[config.mk]
export PLATFORM = sky130hd
export DESIGN_NAME = sema_requester_flat
export DESIGN_NICKNAME = d
export VERILOG_FILES = /design/src/rtl/sema_requester_if.sv /design/src/rtl/sema_requester.sv /design/src/flat_wrapper.sv
export SDC_FILE = /design/constraint.sdc
export NUM_CORES = 1
export LEC_CHECK = 0
export CAP_MARGIN = 15
export CORE_MARGIN = 5
export CORE_UTILIZATION = 48
export DETAILED_ROUTE_END_ITERATION = 8
export GPL_TIMING_DRIVEN = 0
export PLACE_DENSITY = 0.77
export RECOVER_POWER = 25
export SYNTH_ARGS = -nofsm -noshare
export SYNTH_HDL_FRONTEND = slang
export SYNTH_SLANG_ARGS = --single-unit
[constraint.sdc]
create_clock -name clk_i -period 2.5 [get_ports clk_i]
set_input_delay 0.25 -clock clk_i [delete_from_list [all_inputs] [get_ports clk_i]]
set_output_delay 0.25 -clock clk_i [all_outputs]
set_load 0.05 [all_outputs]
[src/rtl/sema_requester_if.sv]
// sema_requester_if: single-beat bus between the requester and the semaphore memory
interface sema_requester_if;
  logic        cyc_o;
  logic        stb_o;
  logic        we_o;
  logic [12:0] adr_o;
  logic [7:0]  dat_o;
  logic        ack_i;
  logic [7:0]  dat_i;
  modport master(output cyc_o, stb_o, we_o, adr_o, dat_o, input ack_i, dat_i);
  modport slave(input cyc_o, stb_o, we_o, adr_o, dat_o, output ack_i, dat_i);
endinterface

[src/rtl/sema_requester.sv]
// sema_requester: turns acquire/release requests into decrement/increment bus accesses with backoff
module sema_requester #(
  parameter int BACKOFF_INIT = 4,
  parameter int BACKOFF_MAX  = 256,
  parameter int MAX_TRIES    = 0,
  parameter int ACK_TIMEOUT  = 64
) (
  input  logic       clk_i,
  input  logic       rst_i,
  input  logic       req_i,
  input  logic       rel_i,
  input  logic [7:0] sema_i,
  input  logic [3:0] cnt_i,
  output logic       busy_o,
  output logic       done_o,
  output logic       granted_o,
  output logic       err_o,
  output logic [7:0] val_o,
  sema_requester_if.master bus
);
  typedef enum logic [2:0] {IDLE, DEC, GAP, RESTORE, BACKOFF, INC, DONE} state_t;
  state_t      r_state, w_nxt;
  logic [7:0]  r_sema, r_val;
  logic [3:0]  r_cnt;
  logic        r_rst, r_granted, r_err;
  logic [15:0] r_tmr, r_bo, r_tries;
  logic        w_acc, w_to, w_exh, w_bo_end;
  assign w_acc    = r_state inside {DEC, RESTORE, INC};
  assign w_to     = w_acc && !bus.ack_i && r_tmr == 16'(ACK_TIMEOUT - 1);
  assign w_exh    = MAX_TRIES != 0 && r_tries == 16'(MAX_TRIES);
  assign w_bo_end = r_tmr == r_bo - 16'd1;
  assign bus.cyc_o = w_acc;
  assign bus.stb_o = w_acc;
  assign bus.we_o  = r_state inside {RESTORE, INC};
  assign bus.adr_o = {1'b0, r_sema, r_state == RESTORE ? r_val[3:0] : r_cnt};
  assign bus.dat_o = '0;
  assign busy_o    = r_state != IDLE;
  assign done_o    = r_state == DONE;
  assign granted_o = r_granted;
  assign err_o     = r_err;
  assign val_o     = r_val;
  // state register; reset drops the bus immediately since cyc/stb decode from state
  always_ff @(posedge clk_i or posedge rst_i) begin
    if (rst_i) r_state <= IDLE;
    else r_state <= w_nxt;
  end
  // next-state: a read returning zero skips the restore, a partial read restores after the gap
  always_comb begin
    w_nxt = r_state;
    case (r_state)
      IDLE:    if (req_i) w_nxt = cnt_i == 4'd0 ? DONE : rel_i ? INC : DEC;
      DEC:     if (bus.ack_i) w_nxt = bus.dat_i == 8'd0 ? BACKOFF : GAP;
               else if (w_to) w_nxt = DONE;
      GAP:     w_nxt = r_rst ? RESTORE : DONE;
      RESTORE: if (bus.ack_i) w_nxt = BACKOFF;
               else if (w_to) w_nxt = DONE;
      INC:     if (bus.ack_i) w_nxt = GAP;
               else if (w_to) w_nxt = DONE;
      BACKOFF: if (w_exh) w_nxt = DONE;
               else if (w_bo_end) w_nxt = DEC;
      DONE:    w_nxt = IDLE;
      default: w_nxt = IDLE;
    endcase
  end
  // datapath: request latch, read result, shared ack-timeout/backoff timer, doubling backoff
  always_ff @(posedge clk_i or posedge rst_i) begin
    if (rst_i) begin
      r_sema    <= '0;
      r_cnt     <= '0;
      r_val     <= '0;
      r_rst     <= 1'b0;
      r_granted <= 1'b0;
      r_err     <= 1'b0;
      r_tmr     <= '0;
      r_bo      <= 16'(BACKOFF_INIT);
      r_tries   <= '0;
    end else begin
      r_tmr <= w_nxt != r_state ? '0 : r_tmr + 16'd1;
      if (w_to) r_err <= 1'b1;
      case (r_state)
        IDLE: if (req_i) begin
          r_sema    <= sema_i;
          r_cnt     <= cnt_i;
          r_rst     <= 1'b0;
          r_err     <= 1'b0;
          r_granted <= cnt_i == 4'd0 && !rel_i;
        end
        DEC: if (bus.ack_i) begin
          r_val     <= bus.dat_i;
          r_tries   <= r_tries + 16'd1;
          r_granted <= bus.dat_i >= {4'd0, r_cnt};
          r_rst     <= bus.dat_i < {4'd0, r_cnt};
        end
        BACKOFF: if (w_exh) r_err <= 1'b1;
          else if (w_bo_end) r_bo <= r_bo >= 16'(BACKOFF_MAX / 2) ? 16'(BACKOFF_MAX) : r_bo << 1;
        DONE: begin
          r_bo    <= 16'(BACKOFF_INIT);
          r_tries <= '0;
        end
        default: ;
      endcase
    end
  end
endmodule

[src/flat_wrapper.sv]
// flat-port wrapper written by rule: the top's interface ports become plain ports
module sema_requester_flat 
#(
  parameter int BACKOFF_INIT = 4,
  parameter int BACKOFF_MAX  = 256,
  parameter int MAX_TRIES    = 0,
  parameter int ACK_TIMEOUT  = 64
)
  (clk_i, rst_i, req_i, rel_i, sema_i, cnt_i, busy_o, done_o, granted_o, err_o, val_o, bus_cyc_o, bus_stb_o, bus_we_o, bus_adr_o, bus_dat_o, bus_ack_i, bus_dat_i);
  sema_requester_if bus_i ();
  input  logic clk_i;
  input  logic rst_i;
  input  logic req_i;
  input  logic rel_i;
  input  logic [7:0] sema_i;
  input  logic [3:0] cnt_i;
  output logic busy_o;
  output logic done_o;
  output logic granted_o;
  output logic err_o;
  output logic [7:0] val_o;
  output wire logic [$bits(bus_i.cyc_o)-1:0] bus_cyc_o;
  output wire logic [$bits(bus_i.stb_o)-1:0] bus_stb_o;
  output wire logic [$bits(bus_i.we_o)-1:0] bus_we_o;
  output wire logic [$bits(bus_i.adr_o)-1:0] bus_adr_o;
  output wire logic [$bits(bus_i.dat_o)-1:0] bus_dat_o;
  input wire logic [$bits(bus_i.ack_i)-1:0] bus_ack_i;
  input wire logic [$bits(bus_i.dat_i)-1:0] bus_dat_i;
  assign bus_cyc_o = bus_i.cyc_o;
  assign bus_stb_o = bus_i.stb_o;
  assign bus_we_o = bus_i.we_o;
  assign bus_adr_o = bus_i.adr_o;
  assign bus_dat_o = bus_i.dat_o;
  assign bus_i.ack_i = bus_ack_i;
  assign bus_i.dat_i = bus_dat_i;
  sema_requester #(.BACKOFF_INIT(BACKOFF_INIT), .BACKOFF_MAX(BACKOFF_MAX), .MAX_TRIES(MAX_TRIES), .ACK_TIMEOUT(ACK_TIMEOUT)) u_core (.clk_i(clk_i), .rst_i(rst_i), .req_i(req_i), .rel_i(rel_i), .sema_i(sema_i), .cnt_i(cnt_i), .busy_o(busy_o), .done_o(done_o), .granted_o(granted_o), .err_o(err_o), .val_o(val_o), .bus(bus_i));
endmodule
# Yosys cells after proc, flatten, opt, wreduce, memory -nomap -nowiden
# Cells that the tools add are included.
# classes
n_addsub	2
mux	25
reduce_logical	17
order_cmp	3
n_eq_ne	12
# ops
cell	count
2-to-1 mux 16 bit	3
case mux 16 bit (2 select lines)	1
2-to-1 mux 3 bit	10
case mux 3 bit (6 select lines)	1
adder 16 x 1 -> 16 bit (second input constant)	1
== test 16 bit	1
== test 16 x 6 -> 1 bit (second input constant)	1
>= comparator 16 x 8 -> 1 bit (second input constant)	1
subtractor 16 x 1 -> 16 bit (second input constant)	1
== test 3 bit (second input constant)	3
>= comparator 8 x 4 -> 1 bit	1
logical NOT 8 bit	1
< comparator 8 x 4 -> 1 bit	1
2-to-1 mux 1 bit	7
== test 3 x 2 -> 1 bit (second input constant)	2
AND reduction 2 bit	3
nonzero test 2 bit	3
nonzero test 3 bit	2
logical NOT 4 bit	1
2-to-1 mux 4 bit	1
inequality test 2 bit (second input constant)	2
case mux 1 bit (2 select lines)	2
== test 3 x 1 -> 1 bit (second input constant)	1
logical AND 1 bit	3
other kinds (5)	6
# totals
inputBits	25
elab_cells	68
out_inout_bits	36
register_bits	58

# Logic depth before layout (Yosys ltp)
# logic_depth
word_depth	9
depth_mapped	9
ltp_nobuf	8

# Least setup slack after synthesis
# Ideal clock, no wire load.
# synth_path
path_kind	flip-flop to flip-flop
from	register u_core.r_bo[2]
to	register u_core.r_bo[7]
n_path_buf	1
required_ns	2.421
t_arrival_ns	2.416
path_stages_with_launch	10
synth_period_minus_slack_ns	2.496
slack_ns	0.004
setup_time_ns	0.079
path_cell_list	dfstp_2 > inv_1 > ha_1 > nor3b_2 > a211o_1 > o211ai_1 > nand4_2 > nor4_4 > buf_6 > mux2i_1
# synth_between
elab_chain_len	4
elab_cells_between_ends	8
cone_classes	add/sub (1); order compare (1); eq/ne (2); mux (3); reduce/logical (1)
# synth_lines
element	line	rtl
start, declared	sema_requester.sv:26	logic [15:0] r_tmr, r_bo, r_tries;
start signal, assigned	sema_requester.sv:75	r_bo <= 16'(BACKOFF_INIT);
start signal, assigned	sema_requester.sv:95	else if (w_bo_end) r_bo <= r_bo >= 16'(BACKOFF_MAX / 2) ? 16'(BACKOFF_MAX) : r_bo << 1;
start signal, assigned	sema_requester.sv:97	r_bo <= 16'(BACKOFF_INIT);
subtractor 16 x 1 -> 16 bit / >= comparator 16 x 8 -> 1 bit (equally long branches)	sema_requester.sv:31, sema_requester.sv:95	
== test 16 bit / 2-to-1 mux 16 bit (equally long branches)	sema_requester.sv:31, sema_requester.sv:95	
inequality test 2 x 1 -> 1 bit (no line) / 2-to-1 mux 16 bit (equally long branches)	n/a	
AND reduction 2 bit (no line) / case mux 16 bit (2 select lines) (equally long branches)	n/a	
# Several ways; a longest one is shown, not always the timed one. The select of a mux whose other input is x is not followed.
# A chain may end at the register's enable or synchronous reset.

# Final worst setup path
# layout_path
from	register u_core.r_bo[10]
to	register u_core.r_state[0]
# layout_between
elab_chain_len	4
# layout_lines
element	line	rtl
subtractor 16 x 1 -> 16 bit	sema_requester.sv:31	assign w_bo_end = r_tmr == r_bo - 16'd1;
== test 16 bit	sema_requester.sv:31	
2-to-1 mux 3 bit	sema_requester.sv:60	else if (w_bo_end) w_nxt = DEC;
case mux 3 bit (6 select lines)	sema_requester.sv:50	case (r_state)
via u_core.w_nxt[0]	sema_requester.sv:22	state_t r_state, w_nxt;
end signal, assigned	sema_requester.sv:45	else r_state <= w_nxt;
end, declared	sema_requester.sv:22	
# The timed path passes the listed nets, and every way through them passes these cells.

==> out/metrics.cfg <==
[run]
drv_cap=0

[pwr]
total_power_mw=4.41
switching_share_pct=48.4
powerDensity_nw_per_um2=1010
vdd.ir_drop.worst_uv=676
clockPowerShare_pct=12.0
leakage_dissipation_nw=2.00
seq_power_share_pct=28.7
net_switching_power_mw=2.13
power_frac_comb_pct=59.3
intPower_mw=2.28

[setup_path]
slowest_stage=or4_4
worst_setup_path_end_kind=flop
critPathMostFrequentCell=buf_6
critical_path.startpoint_type=flop
arrival_ns=2.66
critical_path.top_delay_family=simple AND/OR/NAND/NOR gates
timing.reg2reg.setup_slack_ns=0.04
cp_cell_sequence=buf_6, or4_4, or3_4, a211o_1, nand4_4, nor4_4, buf_6, buf_12, nand3b_1
cp.buffers_inverters=3
worst-path-max-fanout=8
worst-endpoint-required_ns=2.70
timing.setup.critical_path_class=flop to flop
cp_slowest_stage_delay_ns=0.53

[timing]
hold_slack_ns=0.485
clock_skew_ns=0.0178
post-route-min-period_ns=2.46
finalMaxSlewViolations=0
timing.final.crit_share_pct=98.3
final_hold_viol_count=0
setup-violations-final=0
relSlewSlack_pct=31.9
timing.fmax_mhz=407
worst-slew-pin-transition_ns=1.02
final.setup.worst_slack_ns=0.0430

[cts]
clockBufferDepth=2
clock_pin_transition_on_the_worst_setup_and_hold_timing_paths_ns=0.11
cts_max_level=2
cts_tree=yes
tritoncts_num_sinks=56
worst_skew_pair.late_latency_ns=0.32
number_of_clock_buffers_inserted_by_tritoncts=5
cts_hold_buffers=0
root_buffer=clkbuf_8

[global_route]
grt_first_pass_wirelength_mm=14.3
globalRouteOverflowTotal=0
number_of_antenna_violations_at_the_first_check_in_global_routing=0
grt_pass1_vias=3081
grtUsageTotal_pct=19.8
maximum_number_of_pins_on_one_net_before_global_route_repair=31

[yosys]
ffs_w_async_s_r_synth_pct=100
synth_unique_cells=51
library_cell_with_the_highest_instance_count_after_synthesis=dfrtp_1
dominant_cells_by_area_after_synthesis=dfrtp_1 40%, nand2_1 5.7%, nand3_1 5.0%
syn_inst=375
synth-seq-cells=56
synth.cells.most_frequent=55 x dfrtp_1, 52 x nand2_1, 34 x nand3_1
yosysWarnings=0
synthDominantAreaCellType=dfrtp_1
synth_sequential_area_ratio_pct=40.9
synth_top_area_share_pct=40.1
synth-edff-count=0
synth_cell_area_um2=3430
postSynth.topFlopCell=dfrtp_1
synth.avg_cell_area_um2=9.15

[detailed_routing]
postRouteWirelength_mm=8.60
drtPass1Iterations=5
post-route-drc-count=0
routedWlPerCell_um=15.6
initialDrtViolationCount=182
remaining_number_of_nets_flagged_by_the_antenna_check_after_routing=0
route.vias.total=3028
vias_per_cell=5.49

[final_layout]
insertedDiodeCount=0
final_core_density_pct=63.8
area_delta_synth_final_pct=27.9
drive_above_1_share_pct=18.2
finish.net_count=486
stdcell_count=552

[min_path]
holdCritPathClass=input pin to flop

[placement]
post-place-ws_ns=-0.396
gp_congestion=0.880
post-place-cells=531
portBuffers=51
dp_wirelength_mm=6.25

[floorplan]
die_area_um2=8930
boundary_pin_count=61
die_w_um=94.5
die_h_um=94.5
floorplan.rows=30
design.core.area_um2=6870
initial_utilization_pct=49.9

[status]
outcome=complete, no violations

==> logic make-up after synthesis <==
group                    Yosys count  share of synthesized area, %
flip-flops                        56                          40.9
buffers and inverters             43                          6.57
multiplexers                      20                          6.35
XOR/XNOR                          29                          7.41
other                              1                         0.109
AND/OR/NAND/NOR                  178                          28.4
adder cells (fa/ha/maj)            6                          2.19
AO/OA/AOI/OAI                     42                          8.06
==> metrics by stage <==
stage | cell area [um2] | TNS, ns
2_1_floorplan | 3460 | 0
3_3_place_gp | 4090 | -13.53
3_5_place_dp | 4110 | -6.42
4_1_cts | 4260 | 0
5_1_grt | 4390 | -0.181
6_report | 4390 | 0
==> final cells by class <==
| type | instances | area, um2 |
|---|---|---|
| clock inverters | 3 | 25.0 |
| well taps | 96 | 120 |
| repair buffers | 65 | 629 |
| flip-flops and latches | 56 | 1400 |
| clock buffers | 5 | 68.8 |
| fillers | 575 | 2480 |
| multi-input cells | 284 | 1900 |
| inverters | 17 | 68.8 |
| plain buffers | 26 | 170 |
==> registers in the layout (all words and copies together) (netlist names), 3 cells and up <==
signal	cells
u_core.r_state	3
u_core.r_bo	14
u_core.val_o	8
u_core.r_cnt	4
u_core.r_tmr	16
u_core.r_sema	8
==> cell usage in the layout, fill, tap and decap left out, types with 6 or more instances in the layout <==
master,count
xor2_1,13
clkdlybuf4s50_1,42
xnor2_1,16
conb_1,9
nor3b_2,8
buf_4,21
inv_1,15
nor3_1,8
nor4_1,7
nand2_1,51
nor2_1,31
mux2_2,14
mux2i_1,6
clkbuf_1,8
nand3_1,34
nand4_1,7
a21oi_1,8
o21ai_0,12
dfrtp_1,54
==> worst paths after layout <==
kind	depth (start not counted)	from	to
worst max-delay path	9	u_core.r_bo[10]	u_core.r_state[0]
worst min-delay path	3	bus_dat_i[6]	u_core.val_o[6]
worst max register to register	9	u_core.r_bo[10]	u_core.r_state[0]
worst min register to register	2	u_core.val_o[6]	u_core.val_o[6]
max in group asynchronous	3	rst_i	u_core.r_sema[6]
min in group asynchronous	2	rst_i	u_core.r_bo[15]
==> worst register-to-register path, cell delays in order (launching register included) <==
cell	delay [ns]
dfrtp_1	0.40
buf_6	0.14
or4_4	0.53
or3_4	0.38
a211o_1	0.31
nand4_4	0.12
nor4_4	0.06
buf_6	0.15
buf_12	0.13
nand3b_1	0.14
==> power by group through the flow <==
stage	registers, mW	clock network [mW]	logic, mW
after CTS	1.27	0.543	2.49
final	1.27	0.531	2.61
after floorplan	1.73	0	1.27
after global routing	1.30	0.577	2.80
after global placement	1.29	0	2.38
after detailed placement	1.30	0	2.42
==> metal layers <==
metal | up-vias | global-route usage, % | part of all wire [%]
li1 | 1450 | - | -
met1 | 1469 | 26.1 | 43
met2 | 95 | 32.0 | 49
met3 | 14 | 4.78 | 6.1
met4 | 0 | 6.37 | 1.8
met5 | - | 0 | 0
==> what timing repair did <==
action                     CTS  global route
gates resized for setup     13            20
setup endpoints to repair   39            33
buffers inserted             4             9
pin swaps                    3             5
Note: power is estimated with default switching activity, not from simulation.
